[src/rtl/memaccess.sv]
// Memory-access pipeline stage: non-memory ops pass straight through in one cycle,
// loads/stores hold the stage in ACCESS until dmem_ack or a wait-count timeout.
module memaccess #(
    parameter int TIMEOUT = 16
) (
    input  logic        clk,
    input  logic        reset,
    input  logic        valid_in,
    output logic        ready_out,
    input  logic [3:0]  rd_num_in,
    input  logic [31:0] result_in,
    input  logic [31:0] cpsr_in,
    input  logic [31:0] mem_addr_in,
    input  logic [31:0] st_data_in,
    input  logic        is_alu_op_in,
    input  logic        is_cmp_op_in,
    input  logic        is_ld_op_in,
    input  logic        is_st_op_in,
    output logic        dmem_req,
    output logic        dmem_we,
    output logic [31:0] dmem_addr,
    output logic [31:0] dmem_wdata,
    input  logic        dmem_ack,
    input  logic [31:0] dmem_rdata,
    output logic [3:0]  rd_num_passthrough,
    output logic [31:0] mem_passthrough,
    output logic [31:0] result,
    output logic [31:0] cpsr_passthrough,
    output logic [31:0] dmem_val_passthrough,
    output logic        is_alu_op_passthrough,
    output logic        is_cmp_op_passthrough,
    output logic        is_ld_op_passthrough,
    output logic        bus_err
);

    typedef enum logic {IDLE, ACCESS} state_e;

    localparam logic [7:0] LAST_WAIT = 8'(TIMEOUT - 1);

    state_e      state_q, state_d;
    logic [7:0]  cnt_q, cnt_d;
    logic        req_q, req_d, we_q, we_d;
    logic [31:0] addr_q, addr_d, wdata_q, wdata_d;
    logic [3:0]  rd_b_q, rd_b_d;
    logic [31:0] res_b_q, res_b_d, cpsr_b_q, cpsr_b_d;
    logic [3:0]  rd_q, rd_d;
    logic [31:0] mem_q, mem_d, res_q, res_d, cpsr_q, cpsr_d, dval_q, dval_d;
    logic        alu_q, alu_d, cmp_q, cmp_d, ld_q, ld_d, berr_q, berr_d;

    always_comb begin
        state_d  = state_q;
        cnt_d    = cnt_q;
        req_d    = req_q;
        we_d     = we_q;
        addr_d   = addr_q;
        wdata_d  = wdata_q;
        rd_b_d   = rd_b_q;
        res_b_d  = res_b_q;
        cpsr_b_d = cpsr_b_q;
        rd_d     = rd_q;
        mem_d    = mem_q;
        res_d    = res_q;
        cpsr_d   = cpsr_q;
        dval_d   = dval_q;
        // Op flags and bus_err are single-cycle strobes.
        alu_d    = 1'b0;
        cmp_d    = 1'b0;
        ld_d     = 1'b0;
        berr_d   = 1'b0;
        case (state_q)
            IDLE: begin
                if (valid_in) begin
                    if (is_ld_op_in || is_st_op_in) begin
                        state_d  = ACCESS;
                        cnt_d    = 8'd0;
                        req_d    = 1'b1;
                        we_d     = is_st_op_in & ~is_ld_op_in;
                        addr_d   = mem_addr_in;
                        wdata_d  = st_data_in;
                        rd_b_d   = rd_num_in;
                        res_b_d  = result_in;
                        cpsr_b_d = cpsr_in;
                    end else begin
                        rd_d   = rd_num_in;
                        res_d  = result_in;
                        cpsr_d = cpsr_in;
                        mem_d  = mem_addr_in;
                        alu_d  = is_alu_op_in;
                        cmp_d  = is_cmp_op_in;
                    end
                end
            end
            ACCESS: begin
                // Ack wins over a timeout landing in the same cycle.
                if (dmem_ack) begin
                    state_d = IDLE;
                    req_d   = 1'b0;
                    we_d    = 1'b0;
                    rd_d    = rd_b_q;
                    res_d   = res_b_q;
                    cpsr_d  = cpsr_b_q;
                    mem_d   = addr_q;
                    if (!we_q) begin
                        dval_d = dmem_rdata;
                        ld_d   = 1'b1;
                    end
                end else if (cnt_q == LAST_WAIT) begin
                    state_d = IDLE;
                    req_d   = 1'b0;
                    we_d    = 1'b0;
                    berr_d  = 1'b1;
                end else begin
                    cnt_d = cnt_q + 8'd1;
                end
            end
            default: state_d = IDLE;
        endcase
    end

    always_ff @(posedge clk or negedge reset) begin
        if (!reset) begin
            state_q  <= IDLE;
            cnt_q    <= '0;
            req_q    <= 1'b0;
            we_q     <= 1'b0;
            addr_q   <= '0;
            wdata_q  <= '0;
            rd_b_q   <= '0;
            res_b_q  <= '0;
            cpsr_b_q <= '0;
            rd_q     <= '0;
            mem_q    <= '0;
            res_q    <= '0;
            cpsr_q   <= '0;
            dval_q   <= '0;
            alu_q    <= 1'b0;
            cmp_q    <= 1'b0;
            ld_q     <= 1'b0;
            berr_q   <= 1'b0;
        end else begin
            state_q  <= state_d;
            cnt_q    <= cnt_d;
            req_q    <= req_d;
            we_q     <= we_d;
            addr_q   <= addr_d;
            wdata_q  <= wdata_d;
            rd_b_q   <= rd_b_d;
            res_b_q  <= res_b_d;
            cpsr_b_q <= cpsr_b_d;
            rd_q     <= rd_d;
            mem_q    <= mem_d;
            res_q    <= res_d;
            cpsr_q   <= cpsr_d;
            dval_q   <= dval_d;
            alu_q    <= alu_d;
            cmp_q    <= cmp_d;
            ld_q     <= ld_d;
            berr_q   <= berr_d;
        end
    end

    assign ready_out             = (state_q == IDLE);
    assign dmem_req              = req_q;
    assign dmem_we               = we_q;
    assign dmem_addr             = addr_q;
    assign dmem_wdata            = wdata_q;
    assign rd_num_passthrough    = rd_q;
    assign mem_passthrough       = mem_q;
    assign result                = res_q;
    assign cpsr_passthrough      = cpsr_q;
    assign dmem_val_passthrough  = dval_q;
    assign is_alu_op_passthrough = alu_q;
    assign is_cmp_op_passthrough = cmp_q;
    assign is_ld_op_passthrough  = ld_q;
    assign bus_err               = berr_q;

endmodule

[config.mk]
export PLATFORM = sky130hd
export DESIGN_NAME = memaccess
export DESIGN_NICKNAME = d
export VERILOG_FILES = /design/src/rtl/memaccess.sv
export SDC_FILE = /design/constraint.sdc
export NUM_CORES = 1
export LEC_CHECK = 0
export ABC_AREA = 1
export BUFFER_PORTS_ARGS = -buffer_cell sky130_fd_sc_hd__buf_2
export CAP_MARGIN = 20
export CORE_MARGIN = 2
export CORE_UTILIZATION = 55
export CTS_CLUSTER_SIZE = 40
export DETAILED_ROUTE_END_ITERATION = 16
export PLACE_DENSITY = 0.92
export RECOVER_POWER = 25
export SYNTH_ARGS = -nofsm -noshare
export SYNTH_HDL_FRONTEND = slang
export SYNTH_SLANG_ARGS = --single-unit
[constraint.sdc]
create_clock -name clk -period 3.37 [get_ports clk]
set_input_delay 0 -clock clk [delete_from_list [all_inputs] [get_ports clk]]
set_output_delay 0 -clock clk [all_outputs]
set_load 0.05 [all_outputs]
==> flow_summary.yaml <==
outcome:
  status: "finished, violations left"
  violations: "max-capacitance violations, max-slew violations"
clock_tree:
  cts_buffers: 28
  cts_tree: "built"
  cts-htree-levels: 1
  cts_resized: 0
  insertion_delay_ns: 0.55
  clk_pin_slew_ns: 0.06
  clock-sinks: 279
  clock_path_buffers: 3
  root_buffer: "clkbuf_16"
layout:
  fill_cells: 1071
  multi_input_area_mm2: 0.00390
  syn_to_final_growth_pct: 41.3
  seqCellArea_mm2: 0.00699
  nNetsFinal: 2006
  drive_above_1_share: 0.239
yosys:
  yosysTopAreaCell: "dfrtp_1"
  avgSynthCellArea_um2: 8.58
  syn_nets: 1494
  synth_top_cell_area_share: 0.616
  synth_edf_count: 0
  async_reset_ff_frac: 1.00
  synthCells: 1321
  synthTopCellsByArea: "dfrtp_1 62%, nand2_1 23%, a31oi_1 5.5%"
  synth_seq_cells: 279
  synth.distinct_cells: 20
  yosysMostFrequentCell: "nand2_1"
  netlist_top_cells_count: "694 x nand2_1, 279 x dfrtp_1, 112 x nor2_1"
  syn_area_mm2: 0.0113
  synth_ff_type: "dfrtp_1"
  seq_area_frac_synth: 0.616
  yosysWarningCount: 0
place:
  dp_slack_ns: 1.08
  port_buffers: 374
  place_congestion: 0.805
  hpwl_mm: 21.2
worst_setup_path:
  max_stage_delay_ns: 0.51
  critPathArrivalTime_ns: 2.90
  slowest_stage: "buf_4"
  worstSetupPathType: "register to register"
  required_ns: 3.82
  critical_path.max_fanout: 106
  path_cells: "buf_4 > nand2_1 > nand2_4 > buf_12 > nor2_1 > a31oi_1"
  endpoint_kind: "register"
  cp-start-kind: "register"
power_and_ir_drop:
  p_leak_nw: 8.33
  power_density_mw_per_mm2: 827
  peakVddDrop_mv: 0.534
  power_mw: 13.2
sta:
  slew_headroom: -0.394
  worstMarginPinSlew_ns: 2.09
  fin_crit_sh: 0.726
  fmax_mhz: 409
  fin_crit_ns: 2.45
  slew_viol_final: 77
  final-setup-viol-count: 0
  finalHoldViolCount: 0
  worst_clock_skew_ns: 0.0201
  rsz0062_at_grt: "false"
  setup_tns_ns: 0
  setup_ws_ns: 0.923
floorplan:
  core_mm2: 0.0202
  std_cell_rows: 52
  initial_utilization: 0.560
  die-area_mm2: 0.0218
  die_h_um: 148
  fp.dieW_um: 148
  num_io_pins: 375
routing:
  drtAntennaViolNets: 0
  wl_per_cell_um: 19.2
  wirelength_mm: 40.9
  drc: 0
  drtIter0Drc: 976
  vias: 12000
  vias_per_cell: 5.66
  drt_pass1_iterations: 6
global_routing:
  grt_max_degree: 107
  grtUsageTotal: 0.370
  grt_pass1_wl_mm: 64.0
  antenna_found_initial: 4
  first_global_vias: 12100
  overflow: 0
worst_hold_path:
  hp-class: "primary input to register"
job:
  cap_violations: 1
## metal layers
| metal | routed length [µm] | vias to the layer above | part of all wire | track usage |
|---|---|---|---|---|
| met5 | 0 | - | 0 | 0 |
| met4 | 2720 | 0 | 0.067 | 0.210 |
| met3 | 3830 | 239 | 0.094 | 0.0747 |
| met2 | 20400 | 889 | 0.50 | 0.637 |
| met1 | 13900 | 5716 | 0.34 | 0.435 |
| li1 | - | 5205 | - | - |
## path summary, 6_finish.rpt
| check | start | endpoint | slack [ns] | cells after the start |
|---|---|---|---|---|
| worst max-delay path | state_q$_DFF_PN0_ | cpsr_passthrough[24]$_DFFE_PN0P_ | 0.92 | 6 |
| worst min-delay path | valid_in | res_b_q[3]$_DFFE_PN0P_ | 0.11 | 7 |
| worst max register to register | state_q$_DFF_PN0_ | cpsr_passthrough[24]$_DFFE_PN0P_ | 0.92 | 6 |
| worst min register to register | dmem_wdata[13]$_DFFE_PN0P_ | dmem_wdata[13]$_DFFE_PN0P_ | 0.48 | 2 |
| max in group asynchronous | reset | state_q$_DFF_PN0_ | 1.25 | 2 |
| min in group asynchronous | reset | result[9]$_DFFE_PN0P_ | 0.58 | 2 |
## flip-flops by register name, indices dropped and copies added, names as in the netlist
register and count:
is_cmp_op_passthrough 1, is_ld_op_passthrough 1, result 32, rd_num_passthrough 4, bus_err 1, state_q 1
cpsr_passthrough 32, is_alu_op_passthrough 1, dmem_req 1, dmem_val_passthrough 32, dmem_addr 32, dmem_wdata 32
res_b_q 32, dmem_we 1, cpsr_b_q 32, rd_b_q 4, cnt_q 8, mem_passthrough 32
## final cells by class
| class | instances | share of cell area |
|---|---|---|
| Sequential cell | 279 | 0.436 |
| Antenna cell | 5 | 0.000781 |
| Tap cell | 270 | 0.0211 |
| Multi-Input combinational cell | 949 | 0.244 |
| Timing Repair Buffer | 561 | 0.235 |
| Clock buffer | 46 | 0.0536 |
| Clock inverter | 6 | 0.00586 |
| Inverter | 14 | 0.00351 |
## critical path, delay by kind of cell, from the launching register on
kind                   cells  cell delay, ns
buffers and inverters      2            0.88
AO/OA/AOI/OAI              1            0.21
AND/OR/NAND/NOR            3            0.71
flip-flops                 1            0.44
## cells by family after synthesis
logic type / share of synthesized area
and+or+nand+nor: 0.276
DFF: 0.616
AOI/OAI and AO/OA: 0.0660
buffers and inverters: 0.0412
adders and majority gates: 0.00110
## repair_timing
action | CTS | global route
buffers inserted | 0 | 0
hold endpoints to repair | 346 | 0
hold buffers | 173 | 0
## cell usage in the layout, fill, tap and decap left out, types with 7 or more instances in the layout
cell           netlist  routed
clkbuf_16            0      28
clkbuf_8             0       9
dfrtp_1            279     278
o21ai_0             16      16
inv_1                9       9
nand2_1            694     693
dlygate4sd3_1        0     173
nor2_1             112     112
clkbuf_1            16       9
buf_4               15       9
a31oi_1            100     100
o21ai_1              7       7
buf_2               43     373
nand3_1              9       9
## where the power goes
part	internal (mW)	switching, mW
logic	1.19	4.03
clock network	1.89	1.31
registers	4.22	0.606
## metrics by stage
stage                     cells   util  hold WS, ns  cell area [µm²]
after floorplan            1321      -       -0.296            11300
after global routing       2129  0.792        0.139            16000
final                      2130  0.792        0.110            16000
after CTS                  2125  0.792       0.0516            16000
after detailed placement   1900  0.659       0.0327            13300
after global placement     1900  0.659       0.0294            13300
Note: power is estimated with default switching activity, not from simulation.
